`config.mk`:
```
export PLATFORM = sky130hd
export DESIGN_NAME = frame_mem_arbiter
export DESIGN_NICKNAME = d
export VERILOG_FILES = /design/src/rtl/frame_mem_arbiter.sv
export SDC_FILE = /design/constraint.sdc
export NUM_CORES = 1
export LEC_CHECK = 0
export ABC_AREA = 1
export ABC_CLOCK_PERIOD_IN_PS = 4350
export CORE_MARGIN = 5
export CORE_UTILIZATION = 55
export CTS_CLUSTER_SIZE = 8
export DETAILED_ROUTE_END_ITERATION = 7
export MAX_ROUTING_LAYER = met4
export PLACE_DENSITY = 0.95
export SETUP_SLACK_MARGIN = 0.3
export SYNTH_ARGS = -nofsm -noshare
export SYNTH_HDL_FRONTEND = slang
export SYNTH_SLANG_ARGS = --single-unit
```
`constraint.sdc`:
```
create_clock -name clock -period 4.35 [get_ports clock]
set_input_delay 0.87 -clock clock [delete_from_list [all_inputs] [get_ports clock]]
set_output_delay 0.87 -clock clock [all_outputs]
set_load 0.02 [all_outputs]
```
`src/rtl/frame_mem_arbiter.sv`:
```
// Frame SRAM arbiter: one ZBT SRAM shared by VGA display reads, NTSC capture writes
// and processor accesses, with double-buffered video frames swapped at VGA frame start.
module frame_mem_arbiter #(
    parameter int ADDR_W      = 19,
    parameter int DATA_W      = 36,
    parameter int FRAME_WORDS = 131072,
    parameter int RD_LAT      = 2,
    parameter int STARVE_MAX  = 8
) (
    input  logic              clock,
    input  logic              reset,
    input  logic              frame_flag,
    input  logic              vga_flag,
    output logic              done_vga,
    output logic [DATA_W-1:0] vga_pixel,
    input  logic              ntsc_flag,
    input  logic [DATA_W-1:0] ntsc_pixel,
    input  logic              ntsc_frame_done,
    output logic              done_ntsc,
    input  logic              proc_req,
    input  logic              proc_we,
    input  logic [ADDR_W-1:0] proc_addr,
    input  logic [DATA_W-1:0] proc_wdata,
    output logic [DATA_W-1:0] proc_rdata,
    output logic              done_proc,
    output logic [ADDR_W-1:0] mem_addr,
    output logic              mem_we,
    output logic [DATA_W-1:0] mem_wdata,
    input  logic [DATA_W-1:0] mem_rdata,
    output logic              display_buf,
    output logic [2:0]        req_overflow
);
    localparam int CNT_W = $clog2(FRAME_WORDS);
    localparam int SC_W  = $clog2(STARVE_MAX + 1);
    localparam logic [ADDR_W-1:0] BUF_BASE = ADDR_W'(FRAME_WORDS);

    typedef enum logic [1:0] {GNT_NONE, GNT_VGA, GNT_NTSC, GNT_PROC} grant_t;
    typedef enum logic [1:0] {TAG_NONE, TAG_VGA, TAG_PROC} tag_t;

    // Request handshake: each port raises a one-cycle pulse. The pulse sets the
    // port's pending bit unless that bit is already set on the same edge (even
    // if it is being granted there), in which case the new request is dropped
    // and the sticky overflow bit is raised. A grant clears the pending bit.
    logic              r_pend_vga, r_pend_ntsc, r_pend_proc;
    logic [DATA_W-1:0] r_ntsc_data;
    logic              r_proc_we;
    logic [ADDR_W-1:0] r_proc_addr;
    logic [DATA_W-1:0] r_proc_wdata;
    logic [2:0]        r_overflow;

    logic [CNT_W-1:0]  r_vga_cnt, r_ntsc_cnt;
    logic [SC_W-1:0]   r_starve;
    logic              r_frame_ready, r_display_buf;

    logic [ADDR_W-1:0] r_mem_addr;
    logic              r_mem_we;
    logic [DATA_W-1:0] r_mem_wdata;
    tag_t              r_tag [RD_LAT+1];
    logic              r_done_vga, r_done_ntsc, r_done_proc;
    logic [DATA_W-1:0] r_vga_pixel, r_proc_rdata;

    grant_t            w_grant;
    tag_t              w_issue_tag;
    logic [ADDR_W-1:0] w_vga_addr, w_ntsc_addr;

    assign w_vga_addr  = (r_display_buf ? BUF_BASE : '0) + ADDR_W'(r_vga_cnt);
    assign w_ntsc_addr = (r_display_buf ? '0 : BUF_BASE) + ADDR_W'(r_ntsc_cnt);

    // A starved processor pre-empts the fixed VGA > NTSC > PROC order.
    always_comb begin
        w_grant     = GNT_NONE;
        w_issue_tag = TAG_NONE;
        if (r_pend_proc && (r_starve == SC_W'(STARVE_MAX))) begin
            w_grant = GNT_PROC;
        end else if (r_pend_vga) begin
            w_grant = GNT_VGA;
        end else if (r_pend_ntsc) begin
            w_grant = GNT_NTSC;
        end else if (r_pend_proc) begin
            w_grant = GNT_PROC;
        end
        if (w_grant == GNT_VGA) begin
            w_issue_tag = TAG_VGA;
        end else if ((w_grant == GNT_PROC) && !r_proc_we) begin
            w_issue_tag = TAG_PROC;
        end
    end

    always_ff @(posedge clock or negedge reset) begin
        if (!reset) begin
            r_pend_vga   <= 1'b0;
            r_pend_ntsc  <= 1'b0;
            r_pend_proc  <= 1'b0;
            r_ntsc_data  <= '0;
            r_proc_we    <= 1'b0;
            r_proc_addr  <= '0;
            r_proc_wdata <= '0;
            r_overflow   <= '0;
        end else begin
            if (w_grant == GNT_VGA)  r_pend_vga  <= 1'b0;
            if (w_grant == GNT_NTSC) r_pend_ntsc <= 1'b0;
            if (w_grant == GNT_PROC) r_pend_proc <= 1'b0;

            if (vga_flag) begin
                if (r_pend_vga) r_overflow[0] <= 1'b1;
                else            r_pend_vga    <= 1'b1;
            end
            if (ntsc_flag) begin
                if (r_pend_ntsc) begin
                    r_overflow[1] <= 1'b1;
                end else begin
                    r_pend_ntsc <= 1'b1;
                    r_ntsc_data <= ntsc_pixel;
                end
            end
            if (proc_req) begin
                if (r_pend_proc) begin
                    r_overflow[2] <= 1'b1;
                end else begin
                    r_pend_proc  <= 1'b1;
                    r_proc_we    <= proc_we;
                    r_proc_addr  <= proc_addr;
                    r_proc_wdata <= proc_wdata;
                end
            end
        end
    end

    // Counter resets and the buffer swap take effect after this edge, so a grant
    // on the same edge still uses the old count and buffer.
    always_ff @(posedge clock or negedge reset) begin
        if (!reset) begin
            r_vga_cnt     <= '0;
            r_ntsc_cnt    <= '0;
            r_starve      <= '0;
            r_frame_ready <= 1'b0;
            r_display_buf <= 1'b0;
        end else begin
            if (frame_flag)                r_vga_cnt <= '0;
            else if (w_grant == GNT_VGA)   r_vga_cnt <= r_vga_cnt + 1'b1;

            if (ntsc_frame_done)           r_ntsc_cnt <= '0;
            else if (w_grant == GNT_NTSC)  r_ntsc_cnt <= r_ntsc_cnt + 1'b1;

            if (w_grant == GNT_PROC)       r_starve <= '0;
            else if (r_pend_proc)          r_starve <= r_starve + 1'b1;

            if (frame_flag && r_frame_ready) r_display_buf <= ~r_display_buf;
            if (ntsc_frame_done)             r_frame_ready <= 1'b1;
            else if (frame_flag)             r_frame_ready <= 1'b0;
        end
    end

    always_ff @(posedge clock or negedge reset) begin
        if (!reset) begin
            r_mem_addr   <= '0;
            r_mem_we     <= 1'b0;
            r_mem_wdata  <= '0;
            r_done_ntsc  <= 1'b0;
            r_done_vga   <= 1'b0;
            r_done_proc  <= 1'b0;
            r_vga_pixel  <= '0;
            r_proc_rdata <= '0;
            for (int i = 0; i <= RD_LAT; i++) r_tag[i] <= TAG_NONE;
        end else begin
            r_mem_we <= 1'b0;
            case (w_grant)
                GNT_VGA: r_mem_addr <= w_vga_addr;
                GNT_NTSC: begin
                    r_mem_addr  <= w_ntsc_addr;
                    r_mem_we    <= 1'b1;
                    r_mem_wdata <= r_ntsc_data;
                end
                GNT_PROC: begin
                    r_mem_addr <= r_proc_addr;
                    r_mem_we   <= r_proc_we;
                    if (r_proc_we) r_mem_wdata <= r_proc_wdata;
                end
                default: ;
            endcase

            // The tag leaving the last stage marks the cycle its read data is on mem_rdata.
            r_tag[0] <= w_issue_tag;
            for (int i = 1; i <= RD_LAT; i++) r_tag[i] <= r_tag[i-1];

            r_done_ntsc <= (w_grant == GNT_NTSC);
            r_done_vga  <= (r_tag[RD_LAT] == TAG_VGA);
            r_done_proc <= (r_tag[RD_LAT] == TAG_PROC) ||
                           ((w_grant == GNT_PROC) && r_proc_we);
            if (r_tag[RD_LAT] == TAG_VGA)  r_vga_pixel  <= mem_rdata;
            if (r_tag[RD_LAT] == TAG_PROC) r_proc_rdata <= mem_rdata;
        end
    end

    assign mem_addr     = r_mem_addr;
    assign mem_we       = r_mem_we;
    assign mem_wdata    = r_mem_wdata;
    assign done_vga     = r_done_vga;
    assign vga_pixel    = r_vga_pixel;
    assign done_ntsc    = r_done_ntsc;
    assign done_proc    = r_done_proc;
    assign proc_rdata   = r_proc_rdata;
    assign display_buf  = r_display_buf;
    assign req_overflow = r_overflow;

endmodule

```
Yosys cells after proc, flatten, opt, wreduce, memory -nomap -nowiden:

Cells that the tools add are included.
W data, S select, Z words.

* logic and storage cells: 88
* flip-flop bits (word level): 275
* bits of input ports: 135

* bitwise operators: 3
* mux-type cells: 29
* equality and inequality tests: 7
* reductions and logical operators: 18
* add/sub/neg operators: 5

Operator list (number)
* $pmux W36 S2: 1
* $mux W17: 4
* $pmux W19 S3: 1
* $add A18 B17 Y19: 2
* $mux W18: 2
* $mux W36: 1
* $add A17 B1 Y17 const B: 2
* $mux W2: 6
* $reduce_and A2 Y1: 6
* $mux W1: 11
* $reduce_bool A2 Y1: 5
* $mux W4: 2
* $eq A2 B2 Y1 const B: 3
* $add A4 B1 Y4 const B: 1
* $eq A2 B1 Y1 const B: 2
* $eq A4 B4 Y1 const B: 1
* $logic_and A1 B1 Y1: 4
* $not A1 Y1: 3
* $reduce_bool A3 Y1: 1
* $ne A2 B2 Y1 const B: 1
* $pmux W1 S2: 1
* $logic_not A1 Y1: 1
* $logic_or A1 B1 Y1: 1

Depth between registers and ports, before layout:

* depth after elaboration: 8
* mapped depth: 13
* mapped depth without buffers: 12

Worst setup path after synthesis:

No wires, ideal clock.

* path type: input-to-reg
* start: input ntsc_flag
* end: register r_ntsc_data[10]
* stages: 3
* setup time: 0.125 ns
* path slack: 2.543 ns
* arrival time: 1.683 ns
* required time: 4.225 ns
* path buffers: 1
* cells stage by stage: nand2_1 -> buf_2 -> mux2_2

* cells in the longest elaborated chain, start to end: 1

Ends and longest elaborated chain
* start, declared: RTL line 16 `input logic ntsc_flag,`
* $reduce_and A2 Y1 (no line)
* end signal, assigned: RTL line 113 `r_ntsc_data <= ntsc_pixel;`
* end, declared: RTL line 45 `logic [DATA_W-1:0] r_ntsc_data;`

Every way passes these cells.
A chain may end at the register's enable or synchronous reset.

Final worst setup path:

* start: register r_starve[0]
* end: register r_mem_wdata[5] (netlist: mem_wdata[5])

* cells in the longest elaborated chain, start to end: 6

Ends and longest elaborated chain
* start, declared: RTL line 52 `logic [SC_W-1:0] r_starve;`
* start signal, assigned: RTL line 146 `else if (r_pend_proc) r_starve <= r_starve + 1'b1;`
* $eq A4 B4 Y1 (*): RTL line 73 `if (r_pend_proc && (r_starve == SC_W'(STARVE_MAX))) begin`
* $logic_and A1 B1 Y1 (*): RTL line 73
* $mux W2 (*): RTL line 73
* $eq A2 B2 Y1: RTL line 167 `case (w_grant)`
* $ne A2 B2 Y1 (no line) or $reduce_bool A2 Y1 (tied branches)
* $reduce_and A2 Y1 (no line)
* end signal, assigned: RTL line 172 `r_mem_wdata <= r_ntsc_data;`
* end signal, assigned: RTL line 177 `if (r_proc_we) r_mem_wdata <= r_proc_wdata;`
* end, declared: RTL line 57 `logic [DATA_W-1:0] r_mem_wdata;`

Every way passes the cells marked *; elsewhere a longest branch is shown, timed or not.

==> qor.json <==
{
  "detailed_routing": {
    "drc_errors": 0,
    "wire_per_inst_um": 18.6,
    "via_per_inst": 5.62,
    "dr_total_vias": 10500,
    "drt_first_pass_iters": 6,
    "ant_nets": 0,
    "drt_iter0_markers": 1000,
    "wirelength_mm": 34.6
  },
  "global_route": {
    "grt_util_met2": 0.455,
    "grt_antenna_before_repair": 1,
    "grt_first_pass_wirelength_mm": 54.3,
    "grt_max_degree": 109,
    "grt_use_met3": 0.0624,
    "grt_remaining_overflow": 0,
    "grt_usage": 0.282,
    "first_global_vias": 10700,
    "global_routing_met1_resource_utilization": 0.337,
    "global_route.peak_usage_layer": "met2"
  },
  "sta": {
    "clock_period_minus_final_worst_setup_slack_ns": 3.28,
    "final_min_period_over_clock_period": 0.754,
    "slew_headroom": 0.222,
    "timing.fmax_mhz": 305,
    "setup_viol": 0,
    "grt_setup_unrepaired": "false",
    "final_hold_viol_count": 0,
    "worst_slack_ns": 1.07,
    "final_number_of_max_transition_violations": 0,
    "worst-slew-pin-transition_ns": 1.16,
    "final.setup_skew_ns": 0.0189,
    "finalHoldWorstSlack_ns": 0.344,
    "setup_tns_ns": 0
  },
  "floorplan": {
    "dieHeight_um": 157,
    "start_util": 0.552,
    "placeableCoreArea_um2": 21600,
    "num_io_pins": 270,
    "rows": 54,
    "die_area_um2": 24700,
    "width_of_the_die_um": 157
  },
  "setup_path": {
    "crit_buf_inv": 3,
    "end_kind": "register",
    "critical_path.cell_chain": "inv_1 > ha_1 > nand2_2 > inv_2 > nand2_2 > nand2_2 > nand2_4 > inv_6 > nand2_4 > nand2_4 > nand2_1 > nand2_1",
    "timing.reg2reg.worst_path_depth": 12,
    "timing.rr.start": "r_starve[0]",
    "crit_slowest_cell": "sky130_fd_sc_hd__nand2_4",
    "worstSetupPathType": "register to register",
    "cpPeakStageDelay_ns": 0.50,
    "delay_heaviest_family_cp": "simple AND/OR/NAND/NOR gates",
    "worstSetupEndpoint": "mem_wdata[5]",
    "reg2reg_to": "mem_wdata[5]",
    "path_depth": 12,
    "r2r_slack_ns": 1.07,
    "timing.critical_path.required_ns": 4.78,
    "kind_of_launch_point_of_the_worst_setup_path": "register",
    "setup.worst_path.start": "r_starve[0]",
    "worst-endpoint-arrival_ns": 3.71,
    "crit_fanout": 63
  },
  "cts": {
    "clock_tree.buffer_depth": 3,
    "worstSkewPairLatency_ns": 0.52,
    "post_cts_buffers": 0,
    "h-tree-depth": 2,
    "post_cts_resize_count": 0,
    "cts_root_buf": "sky130_fd_sc_hd__clkbuf_16",
    "cts_tree": "built",
    "cts_buffers": 40,
    "clock_pin_slew_of_the_registers_on_the_worst_case_setup_and_hold_paths_ns": 0.05,
    "cts_sinks": 275,
    "cts-hold-fix-buffers": 0
  },
  "layout": {
    "postLayoutCellArea_um2": 15800,
    "area.growth.synth_to_final_pct": 32.6,
    "filler_cell_count": 1451,
    "finish.net_count": 1716,
    "layout.area.seq_um2": 6880,
    "layout-drive-gt1-share": 0.0944,
    "stdcell_count": 1861,
    "area_used_by_multi_input_combinational_logic_um2": 4280
  },
  "placement": {
    "dp_hpwl_mm": 23.9,
    "placement.io_buffers": 269,
    "dpl.cell_count": 1815,
    "postPlaceCellArea_um2": 14800,
    "dpl_worst_slack_ns": 1.15,
    "place.gp.congestion": 0.919
  },
  "synth": {
    "synth_largest_area_cell": "sky130_fd_sc_hd__dfrtp_1",
    "synth-seq-cells": 275,
    "syn_avg_cell_area_um2": 9.08,
    "synth_top_cell_area_share": 0.577,
    "synth_top_cells_by_area": "sky130_fd_sc_hd__dfrtp_1 (58%), sky130_fd_sc_hd__nand2_1 (11%), sky130_fd_sc_hd__mux2_2 (6.6%)",
    "post_synth_num_cell_types": 31,
    "synthCells": 1315,
    "postSynthNetCount": 1454,
    "syn_area_um2": 11900,
    "synth_seq_area_share": 0.577,
    "ys.warnings.count": 0
  },
  "flow_run": {
    "cap_viol_max_count": 0
  },
  "pwr": {
    "leakage_power_nw": 7.64,
    "power_density_over_the_cells_nw_per_um2": 793,
    "worst_voltage_drop_across_the_vdd_grid_uv": 424
  },
  "hold_path": {
    "type_of_the_most_critical_hold_path": "register to register"
  },
  "status": {
    "outcome": "complete, no violations"
  }
}
## layout by cell type, fill, tap and decap left out, drive strengths merged, types with 8 or more instances in the layout
cell	netlist	final
dfrtp	275	275
nor2	112	112
nand4	21	21
nand3	87	87
clkdlybuf4s50	0	268
inv	129	131
nand2	374	374
mux2	70	70
a21oi	39	39
buf	32	8
o21ai	121	121
clkbuf	24	41
## state kept, by name, indices dropped and copies added, names as in the netlist, 4 cells and up
signal	flops
mem_addr	19
mem_wdata	36
proc_rdata	36
r_ntsc_cnt	17
r_ntsc_data	36
r_proc_addr	19
r_proc_wdata	36
r_starve	4
r_tag	6
r_vga_cnt	17
vga_pixel	36
## stage by stage
step	power (mW)	util
3_3_place_gp	9.47	0.683
3_5_place_dp	9.81	0.683
6_report	12.5	0.732
4_1_cts	12.6	0.732
2_1_floorplan	7.60	-
5_1_grt	13.3	0.732
## layout make-up
cell class                 count  area share
inverter                     132      0.0316
tap                          280      0.0221
antenna                        2    0.000316
timing repair buffer         276       0.175
clock buffer                  41      0.0648
multi-input combinational    852       0.270
sequential                   275       0.435
clock inverter                 3     0.00158
## power breakdown
group / internal (mW) / leakage (nW) / switching [mW] / total [mW]
sequential: 3.71 / 3.36 / 0.699 / 4.41
clock: 1.65 / 0.514 / 1.04 / 2.69
combinational: 2.18 / 3.76 / 3.26 / 5.45
## cells in the mapped netlist
library cell,count
sky130_fd_sc_hd__buf_1,2
sky130_fd_sc_hd__o21ai_0,112
sky130_fd_sc_hd__xnor2_1,1
sky130_fd_sc_hd__buf_2,19
sky130_fd_sc_hd__nand3_1,86
sky130_fd_sc_hd__nand2_4,3
sky130_fd_sc_hd__mux2_2,70
sky130_fd_sc_hd__nand2_1,364
sky130_fd_sc_hd__inv_6,1
sky130_fd_sc_hd__a21o_1,3
sky130_fd_sc_hd__or2_2,6
sky130_fd_sc_hd__a21oi_1,38
sky130_fd_sc_hd__nand4_1,21
sky130_fd_sc_hd__buf_6,4
sky130_fd_sc_hd__o31ai_1,2
sky130_fd_sc_hd__xor2_1,7
sky130_fd_sc_hd__nor3_1,3
sky130_fd_sc_hd__o21bai_1,2
sky130_fd_sc_hd__nor2_1,111
sky130_fd_sc_hd__buf_4,7
sky130_fd_sc_hd__nand2_2,7
sky130_fd_sc_hd__nor2_2,1
sky130_fd_sc_hd__a21oi_4,1
sky130_fd_sc_hd__inv_1,124
sky130_fd_sc_hd__inv_2,4
sky130_fd_sc_hd__clkinv_1,3
sky130_fd_sc_hd__dfrtp_1,275
sky130_fd_sc_hd__nand3_2,1
sky130_fd_sc_hd__ha_1,4
sky130_fd_sc_hd__clkbuf_1,24
sky130_fd_sc_hd__o21ai_1,9
## worst min-delay path by stage
stage	start	endpoint	slack (ns)	cells past startpoint
2_1_floorplan	r_tag[2]	r_tag[0]	0.33	0
3_3_place_gp	r_tag[4]	r_tag[2]	0.33	0
3_5_place_dp	r_tag[3]	r_tag[1]	0.33	0
4_1_cts	r_tag[3]	r_tag[1]	0.35	0
5_1_grt	r_tag[3]	r_tag[1]	0.35	0
6_report	r_tag[3]	r_tag[1]	0.34	0
## logic make-up (layout without fill, tap and decap cells)
kind of cell / count (synthesis) / after routing / synth area share
and+or+nand+nor: 603 / 603 / 0.209
other: 0 / 2 / 0
buffers and inverters: 188 / 452 / 0.0662
adders and majority gates: 4 / 4 / 0.00419
AOI/OAI and AO/OA: 167 / 167 / 0.0724
xor gates and xnor gates: 8 / 8 / 0.00587
muxes: 70 / 70 / 0.0660
DFF: 275 / 275 / 0.577
## metal layers
layer | routed length [µm] | up-vias
met2 | 16900 | 563
met4 | 1790 | 0
li1 | - | 4700
met1 | 12800 | 5056
met5 | 0 | -
met3 | 3110 | 135
(Power assumes the default switching activity.)
